`src/rtl/zion_basic_circuit_lib_pkg.sv`:
```
// Shared types and constants for the zion basic circuit library.
// Used by the clearable skid register (see CLR_SKID_DROP_CNT_EN in its top file).
package zion_basic_circuit_lib_pkg;

  typedef enum logic [1:0] {SKID_EMPTY, SKID_HALF, SKID_FULL} skid_state_t;

  localparam int unsigned SKID_DEPTH = 2;

  // Number of beats held by the skid stage in a given state.
  function automatic logic [1:0] skid_occupancy(input skid_state_t s);
    logic [1:0] occ;
    occ = '0;
    case (s)
      SKID_HALF: occ = 2'd1;
      SKID_FULL: occ = 2'(SKID_DEPTH);
      default:   occ = '0;
    endcase
    return occ;
  endfunction

endpackage

```
`src/rtl/zion_basic_circuit_lib_clr_skid_reg_if.sv`:
```
// Valid/ready handshake bundle for the clearable skid register.
// slave = the skid stage itself, master = the surrounding producer/consumer.
interface zion_basic_circuit_lib_clr_skid_reg_if #(
  parameter int unsigned WIDTH = 8
);
  logic             iClr;
  logic             iVld;
  logic             oRdy;
  logic [WIDTH-1:0] iDat;
  logic             oVld;
  logic             iRdy;
  logic [WIDTH-1:0] oDat;

  modport master (
    output iClr, iVld, iDat, iRdy,
    input  oRdy, oVld, oDat
  );

  modport slave (
    input  iClr, iVld, iDat, iRdy,
    output oRdy, oVld, oDat
  );
endinterface

```
`src/rtl/zion_basic_circuit_lib_clr_skid_ctrl.sv`:
```
// Control path of the clearable skid register: 3-state occupancy FSM,
// registered oVld/oRdy, data-register load enables, clear priority and,
// with CLR_SKID_DROP_CNT_EN defined, the saturating dropped-beat counter.
module zion_basic_circuit_lib_clr_skid_ctrl
  import zion_basic_circuit_lib_pkg::*;
#(
  parameter int unsigned DROP_CNT_W = 8
) (
  input  logic                  clk,
  input  logic                  rst_n,
  input  logic                  clr,
  input  logic                  vld_in,
  input  logic                  rdy_in,
  output logic                  vld_out,
  output logic                  rdy_out,
  output logic                  main_ld_in,
  output logic                  main_ld_skid,
  output logic                  main_ini,
  output logic                  skid_ld_in,
  output logic                  skid_ini
`ifdef CLR_SKID_DROP_CNT_EN
  ,
  output logic [DROP_CNT_W-1:0] drop_cnt
`endif
);

  skid_state_t state_q, state_d;
  logic        vld_q, vld_d;
  logic        rdy_q, rdy_d;
  logic        in_fire, out_fire;

  assign in_fire  = vld_in & rdy_q;
  assign out_fire = vld_q & rdy_in;
  assign vld_out  = vld_q;
  assign rdy_out  = rdy_q;

  // Next state and data-register enables; clear overrides every transition.
  always_comb begin
    state_d      = state_q;
    main_ld_in   = 1'b0;
    main_ld_skid = 1'b0;
    main_ini     = 1'b0;
    skid_ld_in   = 1'b0;
    skid_ini     = 1'b0;
    if (clr) begin
      state_d  = SKID_EMPTY;
      main_ini = 1'b1;
      skid_ini = 1'b1;
    end else begin
      unique case (state_q)
        SKID_EMPTY: begin
          if (in_fire) begin
            state_d    = SKID_HALF;
            main_ld_in = 1'b1;
          end
        end
        SKID_HALF: begin
          if (in_fire && out_fire) begin
            main_ld_in = 1'b1;
          end else if (in_fire) begin
            state_d    = SKID_FULL;
            skid_ld_in = 1'b1;
          end else if (out_fire) begin
            state_d  = SKID_EMPTY;
            main_ini = 1'b1;
          end
        end
        SKID_FULL: begin
          if (out_fire) begin
            state_d      = SKID_HALF;
            main_ld_skid = 1'b1;
            skid_ini     = 1'b1;
          end
        end
        default: state_d = SKID_EMPTY;
      endcase
    end
    // Handshake outputs are flops decoded from the next state, so both
    // directions stay fully registered.
    vld_d = (state_d != SKID_EMPTY);
    rdy_d = (state_d != SKID_FULL);
  end

  // FSM and handshake flops.
  always_ff @(posedge clk or negedge rst_n) begin
    if (!rst_n) begin
      state_q <= SKID_EMPTY;
      vld_q   <= 1'b0;
      rdy_q   <= 1'b1;
    end else begin
      state_q <= state_d;
      vld_q   <= vld_d;
      rdy_q   <= rdy_d;
    end
  end

`ifdef CLR_SKID_DROP_CNT_EN
  logic [DROP_CNT_W-1:0] drop_cnt_q, drop_cnt_d;
  logic [1:0]            drop_inc;
  logic [DROP_CNT_W:0]   drop_sum;

  // On a clear, count held beats not leaving this cycle plus any beat accepted.
  always_comb begin
    drop_inc   = skid_occupancy(state_q) - {1'b0, out_fire} + {1'b0, in_fire};
    drop_sum   = {1'b0, drop_cnt_q} + (DROP_CNT_W + 1)'(drop_inc);
    drop_cnt_d = drop_cnt_q;
    if (clr) begin
      drop_cnt_d = drop_sum[DROP_CNT_W] ? '1 : drop_sum[DROP_CNT_W-1:0];
    end
  end

  // Drop counter; only reset clears it.
  always_ff @(posedge clk or negedge rst_n) begin
    if (!rst_n) drop_cnt_q <= '0;
    else        drop_cnt_q <= drop_cnt_d;
  end

  assign drop_cnt = drop_cnt_q;
`endif

endmodule

```
`src/rtl/zion_basic_circuit_lib_clr_skid_reg.sv`:
```
// Clearable valid/ready register slice with a 2-entry skid buffer.
// Holds the main (output) and skid data registers; control lives in
// zion_basic_circuit_lib_clr_skid_ctrl.
// Optional feature macro: CLR_SKID_DROP_CNT_EN adds the oDropCnt port.
module zion_basic_circuit_lib_clr_skid_reg
  import zion_basic_circuit_lib_pkg::*;
#(
  parameter int unsigned     WIDTH      = 8,
  parameter logic [WIDTH-1:0] INI_DATA  = '0,
  parameter int unsigned     DROP_CNT_W = 8
) (
  input  logic                              clk,
  input  logic                              rst_n,
  zion_basic_circuit_lib_clr_skid_reg_if.slave bus
`ifdef CLR_SKID_DROP_CNT_EN
  ,
  output logic [DROP_CNT_W-1:0]             oDropCnt
`endif
);

  logic [WIDTH-1:0] main_q, main_d;
  logic [WIDTH-1:0] skid_q, skid_d;
  logic             main_ld_in, main_ld_skid, main_ini;
  logic             skid_ld_in, skid_ini;

  zion_basic_circuit_lib_clr_skid_ctrl #(
    .DROP_CNT_W (DROP_CNT_W)
  ) u_ctrl (
    .clk          (clk),
    .rst_n        (rst_n),
    .clr          (bus.iClr),
    .vld_in       (bus.iVld),
    .rdy_in       (bus.iRdy),
    .vld_out      (bus.oVld),
    .rdy_out      (bus.oRdy),
    .main_ld_in   (main_ld_in),
    .main_ld_skid (main_ld_skid),
    .main_ini     (main_ini),
    .skid_ld_in   (skid_ld_in),
    .skid_ini     (skid_ini)
`ifdef CLR_SKID_DROP_CNT_EN
    ,
    .drop_cnt     (oDropCnt)
`endif
  );

  // Data register next values: clear/drain first, then input, then skid->main.
  always_comb begin
    main_d = main_q;
    if (main_ini)          main_d = INI_DATA;
    else if (main_ld_in)   main_d = bus.iDat;
    else if (main_ld_skid) main_d = skid_q;

    skid_d = skid_q;
    if (skid_ini)          skid_d = INI_DATA;
    else if (skid_ld_in)   skid_d = bus.iDat;
  end

  // Main and skid data registers.
  always_ff @(posedge clk or negedge rst_n) begin
    if (!rst_n) begin
      main_q <= INI_DATA;
      skid_q <= INI_DATA;
    end else begin
      main_q <= main_d;
      skid_q <= skid_d;
    end
  end

  assign bus.oDat = main_q;

endmodule

```
`src/flat_wrapper.sv`:
```
// flat-port wrapper written by rule: the top's interface ports become plain ports
module zion_basic_circuit_lib_clr_skid_reg_flat import zion_basic_circuit_lib_pkg::*;
#(
  parameter int unsigned     WIDTH      = 8,
  parameter logic [WIDTH-1:0] INI_DATA  = '0,
  parameter int unsigned     DROP_CNT_W = 8
)
  (clk, rst_n, bus_iClr, bus_iVld, bus_iDat, bus_iRdy, bus_oRdy, bus_oVld, bus_oDat);
  zion_basic_circuit_lib_clr_skid_reg_if #(.WIDTH(WIDTH)) bus_i ();
  input  logic clk;
  input  logic rst_n;
  input wire logic [$bits(bus_i.iClr)-1:0] bus_iClr;
  input wire logic [$bits(bus_i.iVld)-1:0] bus_iVld;
  input wire logic [$bits(bus_i.iDat)-1:0] bus_iDat;
  input wire logic [$bits(bus_i.iRdy)-1:0] bus_iRdy;
  output wire logic [$bits(bus_i.oRdy)-1:0] bus_oRdy;
  output wire logic [$bits(bus_i.oVld)-1:0] bus_oVld;
  output wire logic [$bits(bus_i.oDat)-1:0] bus_oDat;
  assign bus_i.iClr = bus_iClr;
  assign bus_i.iVld = bus_iVld;
  assign bus_i.iDat = bus_iDat;
  assign bus_i.iRdy = bus_iRdy;
  assign bus_oRdy = bus_i.oRdy;
  assign bus_oVld = bus_i.oVld;
  assign bus_oDat = bus_i.oDat;
  zion_basic_circuit_lib_clr_skid_reg #(.WIDTH(WIDTH), .INI_DATA(INI_DATA), .DROP_CNT_W(DROP_CNT_W)) u_core (.clk(clk), .rst_n(rst_n), .bus(bus_i));
endmodule
```
`config.mk`:
```
export PLATFORM = sky130hd
export DESIGN_NAME = zion_basic_circuit_lib_clr_skid_reg_flat
export DESIGN_NICKNAME = d
export VERILOG_FILES = /design/src/rtl/zion_basic_circuit_lib_pkg.sv /design/src/rtl/zion_basic_circuit_lib_clr_skid_reg_if.sv /design/src/rtl/zion_basic_circuit_lib_clr_skid_ctrl.sv /design/src/rtl/zion_basic_circuit_lib_clr_skid_reg.sv /design/src/flat_wrapper.sv
export SDC_FILE = /design/constraint.sdc
export NUM_CORES = 1
export LEC_CHECK = 0
export CAP_MARGIN = 20
export CORE_MARGIN = 2
export CORE_UTILIZATION = 51
export DETAILED_ROUTE_END_ITERATION = 10
export PLACE_DENSITY = 0.93
export SETUP_SLACK_MARGIN = 0.4
export SYNTH_ARGS = -nofsm -noshare
export SYNTH_HDL_FRONTEND = slang
export SYNTH_SLANG_ARGS = --single-unit
```
`constraint.sdc`:
```
create_clock -name clk -period 4.3 [get_ports clk]
set_input_delay 0.43 -clock clk [delete_from_list [all_inputs] [get_ports clk]]
set_output_delay 0.43 -clock clk [all_outputs]
set_load 0.02 [all_outputs]
```
==> impl_metrics.toml, run 1 <==
[power]
p_comb_share_pct = 18.5
vdd_drop_max_uv = 257
power_density_nw_per_um2 = 359
p_int_w = 0.000332
leakagePower_nw = 0.605
netSwitchingPower_w = 0.000110
clockPowerShare_pct = 34.3
seqPwrFrac_pct = 47.2
switching_share_pct = 24.9

[setup_path]
critPathLaunchType = "flop"
slowest_delay_ns = 0.63
slowest_stage = "clkdlybuf4s50_1"
worst-path-max-fanout = 5
cp-end-kind = "primary output"
critPathKind = "reg2out"
arrival_ns = 1.51
required_ns = 3.87
r2r-end = "u_core.bus.oDat[7]"
cpLargestDelayFamily = "buffers and inverters"
critical_path.n_buffers_inverters = 1
cp_cell_sequence = "clkdlybuf4s50_1"
reg2reg_depth = 4
r2r_slack_ns = 2.59
r2r-start = "u_core.u_ctrl.rdy_out"

[placed_design]
place_ws_ns = 2.10
io_buffers = 22
dp.final_hpwl_um = 1420
place_congestion = 0.764

[clock_network]
cts_hold_buf = 0
cts_setup_buffers = 0
ctsResizeCount = 0
clock-sinks = 20
cts.path.max_buffers = 2
clkLatencyLatePin_ns = 0.30
cts_buffers = 3
cts-root-buf = "clkbuf_4"
cts_tree = "built"
clk_pin_slew_worst_paths_ns = 0.11
h-tree-depth = 1

[die]
dieHeight_um = 47.2
core_area_sq_um = 1750
die_width_um = 47.2
io_pins = 23
dieArea_sq_um = 2220
num_rows = 15
initial_utilization_pct = 54.4

[sta]
hold_viol_final = 0
min_period_ns = 1.94
period_share_pct = 45.1
fin_setup_tns_ns = 0
skew_ns = 0.00444
rsz0062_at_grt = "no"
setup_viol = 0
slew_viol_final = 0
worst_pin_slew_ns = 0.866
slew_headroom_pct = 42.1
worst_slack_ns = 2.36
fmax_ghz = 0.515

[synthesis]
syn-num-nets = 91
synth.cell_area_sq_um = 950
synth_cells = 78
yosysSeqAreaShare_pct = 52.8
ys_ff_latch = 20
ys_types = 23
yosys_warnings = 0
avgSynthCellArea_sq_um = 12.2

[global_routing]
grt_pass1_vias = 671
grt_use_total_pct = 21.9
grt_max_degree = 21
globalRouteOverflowTotal = 0
grt_pass1_wl_um = 3260
antenna_found_initial = 0

[run_status]
status = "complete, no violations"

[layout]
final_nets = 116
diodes = 0
final_cell_mix = "clkdlybuf4s50_1 (22), dfrtp_1 (19), mux2i_1 (16), nor2_1 (9), o2bb2ai_1 (8)"
final_common_cell = "clkdlybuf4s50_1"
layout-drive-gt1-share_pct = 11.8
areaGrowthSynthToFinish_pct = 29.6

[routing]
first_pass_iters = 4
viasPerCell = 5.53
wire_per_inst_um = 16.0
wirelength_um = 2040
ant_nets = 0
drc = 0
drtIter0Drc = 16
vias = 702

[min_path]
hold_path_class = "reg2reg"
hold_end = "u_core.bus.oDat[3]"
holdPathStages = 1
hold_start = "u_core.bus.oDat[3]"

[job]
maxCapViolations = 0
-- worst max path at each step --
stage                               to  depth (start not counted)  slack [ns]                   from
detailed placement  u_core.bus.oDat[7]                          5        2.10               bus_iRdy
finish                        bus_oRdy                          1        2.36  u_core.u_ctrl.rdy_out
global route        u_core.bus.oDat[2]                          5        2.32               bus_iRdy
floorplan           u_core.bus.oDat[0]                          5        2.74  u_core.u_ctrl.rdy_out
CTS                           bus_oRdy                          1        2.36  u_core.u_ctrl.rdy_out
global placement    u_core.bus.oDat[0]                          5        2.14               bus_iRdy
-- cells by family after synthesis --
kind of cell | synth area share (%)
AOI/OAI and AO/OA | 15.5
buffers and inverters | 2.77
DFF | 52.8
muxes | 16.9
and+or+nand+nor | 12.0
-- sequential cells by signal (all words and copies together), names as in the netlist --
signal and count:
u_core.u_ctrl.state_q 2, u_core.bus.oDat 8, u_core.u_ctrl.vld_out 1, u_core.skid_q 8, u_core.u_ctrl.rdy_out 1
-- worst reg2reg max path, stage by stage, from the launching register on --
cell       delay (ns)
dfstp_2          0.58
nand2_1          0.10
a2111o_1         0.60
mux2i_1          0.24
o2bb2ai_1        0.07
-- routing by layer --
metal / global-route usage, % / routed length (um)
met5: 0 / 0
met4: 13.3 / 63
met3: 2.69 / 49
met2: 35.3 / 1010
met1: 28.3 / 917
-- power groups by stage --
stage / registers [W] / logic (W) / clock network, W
floorplan: 0.000215 / 0.0000443 / 0
global placement: 0.000211 / 0.0000791 / 0
detailed placement: 0.000212 / 0.0000812 / 0
CTS: 0.000209 / 0.0000821 / 0.000153
global route: 0.000210 / 0.0000886 / 0.000157
finish: 0.000209 / 0.0000820 / 0.000151
-- synthesized netlist by cell type, drive strengths merged --
cell type	instances	area [sq um]
dfrtp	19	475
mux2i	16	160
nor2	9	33.8
o2bb2ai	8	70.1
a21oi	4	20.0
nand2	3	13.8
nand3	3	20.0
buf	2	22.5
o21ba	2	20.0
a2111o	1	11.3
a211o	1	10.0
a31o	1	8.76
and3b	1	8.76
dfstp	1	26.3
inv	1	3.75
nand3b	1	7.51
nand4	1	6.26
nor2b	1	6.26
nor3	1	10.0
nor3b	1	7.51
o21bai	1	7.51
-- cell type report --
type | count | area [sq um]
multi-input cells | 55 | 422
inverters | 1 | 3.75
well taps | 25 | 31.3
clock inverters | 1 | 30.0
fillers | 122 | 514
clock buffers | 3 | 22.5
repair buffers | 22 | 220
flip-flops and latches | 20 | 502
-- per-stage QoR --
| stage | total power, W | hold WS [ns] | utilization, % | cell area, sq um | std cells |
|---|---|---|---|---|---|
| finish | 0.000442 | 0.500 | 70.5 | 1230 | 127 |
| global route | 0.000456 | 0.516 | 70.5 | 1230 | 127 |
| CTS | 0.000444 | 0.505 | 70.5 | 1230 | 127 |
| detailed placement | 0.000293 | 0.475 | 67.5 | 1180 | 123 |
| global placement | 0.000290 | 0.475 | 67.5 | 1180 | 123 |
| floorplan | 0.000260 | 0.134 | - | 950 | 78 |
(Power assumes the default switching activity.)
==> inputs of run 2 (changes only) <==
--- a/config.mk
+++ b/config.mk
@@ -7,9 +7,9 @@
 export LEC_CHECK = 0
 export CAP_MARGIN = 20
 export CORE_MARGIN = 2
-export CORE_UTILIZATION = 51
+export CORE_UTILIZATION = 43
 export DETAILED_ROUTE_END_ITERATION = 10
-export PLACE_DENSITY = 0.93
+export PLACE_DENSITY = 0.85
 export SETUP_SLACK_MARGIN = 0.4
 export SYNTH_ARGS = -nofsm -noshare
 export SYNTH_HDL_FRONTEND = slang
==> constraint.sdc (replaced) <==
create_clock -name clk -period 1.67 [get_ports clk]
set_input_delay 0.167 -clock clk [delete_from_list [all_inputs] [get_ports clk]]
set_output_delay 0.167 -clock clk [all_outputs]
set_load 0.02 [all_outputs]
==> impl_metrics.toml, run 2 (same netlist as run 1, synthesis figures left out) <==
[run_status]
status = "complete, no violations"

[routing]
drc = 0
first_pass_iters = 4
drtIter0Drc = 8
ant_nets = 0
vias = 740
wirelength_um = 2150
viasPerCell = 5.25
wire_per_inst_um = 15.2

[sta]
slew_viol_final = 0
worst_slack_ns = 0.128
slew_headroom_pct = 73.8
setup_viol = 0
fin_setup_tns_ns = 0
skew_ns = 0.000938
period_share_pct = 92.3
rsz0062_at_grt = "yes"
worst_pin_slew_ns = 0.391
hold_viol_final = 0
fmax_ghz = 0.649
min_period_ns = 1.54

[die]
dieArea_sq_um = 2600
die_width_um = 51.0
io_pins = 23
core_area_sq_um = 2150
num_rows = 17
dieHeight_um = 51.0
initial_utilization_pct = 44.2

[layout]
fin_util_pct = 62.0
final_cells = 141
nFillCells = 189
final_common_cell = "dfrtp_1"
final_nets = 127
diodes = 0
multiInputGateArea_sq_um = 455
layout-drive-gt1-share_pct = 27.4
final_cell_mix = "dfrtp_1 (18), mux2i_1 (16), clkdlybuf4s50_1 (12), buf_4 (10), nor2_1 (9)"
areaGrowthSynthToFinish_pct = 40.2
register_area_sq_um = 503

[clock_network]
cts.path.max_buffers = 2
cts-root-buf = "clkbuf_4"
cts_hold_buf = 0
h-tree-depth = 1
cts_buffers = 3
cts_tree = "built"
clock-sinks = 20
clk_pin_slew_worst_paths_ns = 0.10
clkLatencyLatePin_ns = 0.30

[setup_path]
critPathKind = "reg2reg"
cp-end-kind = "flop"
critPathLaunchType = "flop"
worst-path-max-fanout = 5
slowest_stage = "dfstp_2"
critical_path.n_buffers_inverters = 1
slowest_delay_ns = 0.57
cp_cell_sequence = "nand2_2 > a2111o_1 > buf_6 > mux2i_1 > o2bb2ai_1"
cpLargestDelayFamily = "flip-flops"
arrival_ns = 1.72
required_ns = 1.85

[global_routing]
antenna_found_initial = 0
grt_busiest_layer = "met2"
grt_max_degree = 19
grt_use_met2_pct = 29.4
grt_pass1_vias = 726
grt_use_total_pct = 17.5
met3_usage_pct = 2.92
globalRouteOverflowTotal = 0
grt_pass1_wl_um = 3320
grt_util_met1_pct = 21.9

[placed_design]
dp.final_hpwl_um = 1480
placed_cells = 134
place_congestion = 0.741
io_buffers = 22
place_ws_ns = -0.0960

[power]
vdd_drop_max_uv = 603
power_density_nw_per_um2 = 796
power_w = 0.00106
leakagePower_nw = 0.692

[min_path]
hold_path_class = "in2async"

[job]
maxCapViolations = 0
-- run 2: final timing paths --
path                                        from                    end  slack, ns  cells after the start
setup / recovery           u_core.u_ctrl.rdy_out     u_core.bus.oDat[1]       0.13                      5
hold / removal                             rst_n       u_core.skid_q[0]       0.03                      1
setup reg to reg           u_core.u_ctrl.rdy_out     u_core.bus.oDat[1]       0.13                      5
hold reg to reg               u_core.bus.oDat[2]     u_core.bus.oDat[2]       0.50                      1
max in group asynchronous                  rst_n  u_core.u_ctrl.rdy_out       1.13                      2
min in group clk                     bus_iDat[3]       u_core.skid_q[3]       0.50                      3
-- run 2: worst reg2reg max path, stage by stage, from the launching register on --
cell	delay (ns)
dfstp_2	0.57
nand2_2	0.06
a2111o_1	0.39
buf_6	0.16
mux2i_1	0.17
o2bb2ai_1	0.08
-- run 2: metrics by stage --
step | cell area [sq um] | hold slack (ns)
2_1_floorplan | 962 | -0.129
3_3_place_gp | 1250 | 0.351
3_5_place_dp | 1250 | 0.354
4_1_cts | 1300 | 0.0218
5_1_grt | 1330 | 0.0103
6_report | 1330 | 0.0314
-- run 2: final cells by class --
type	count	area share [%]
clock buffer	4	2.73
multi-input combinational	55	34.2
timing repair buffer	33	22.4
inverter	1	0.282
sequential	20	37.8
tap	28	2.63
-- run 2: metal layers --
layer / up-vias / routed length [um]
met4: 0 / 45
li1: 359 / -
met5: - / 0
met3: 5 / 72
met1: 349 / 969
met2: 27 / 1060
-- run 2: power breakdown --
| group | switching [W] | internal [W] | total (W) |
|---|---|---|---|
| combinational | 0.000129 | 0.000124 | 0.000254 |
| clock | 0.000141 | 0.000133 | 0.000274 |
| sequential | 0.0000203 | 0.000512 | 0.000532 |
| total | 0.000290 | 0.000769 | 0.00106 |
-- run 2: what timing repair did --
action                     in CTS  in global routing
setup endpoints to repair      27                 22
pin swaps                       1                  5
setup buffers                   2                  1
resized for setup              12                 10
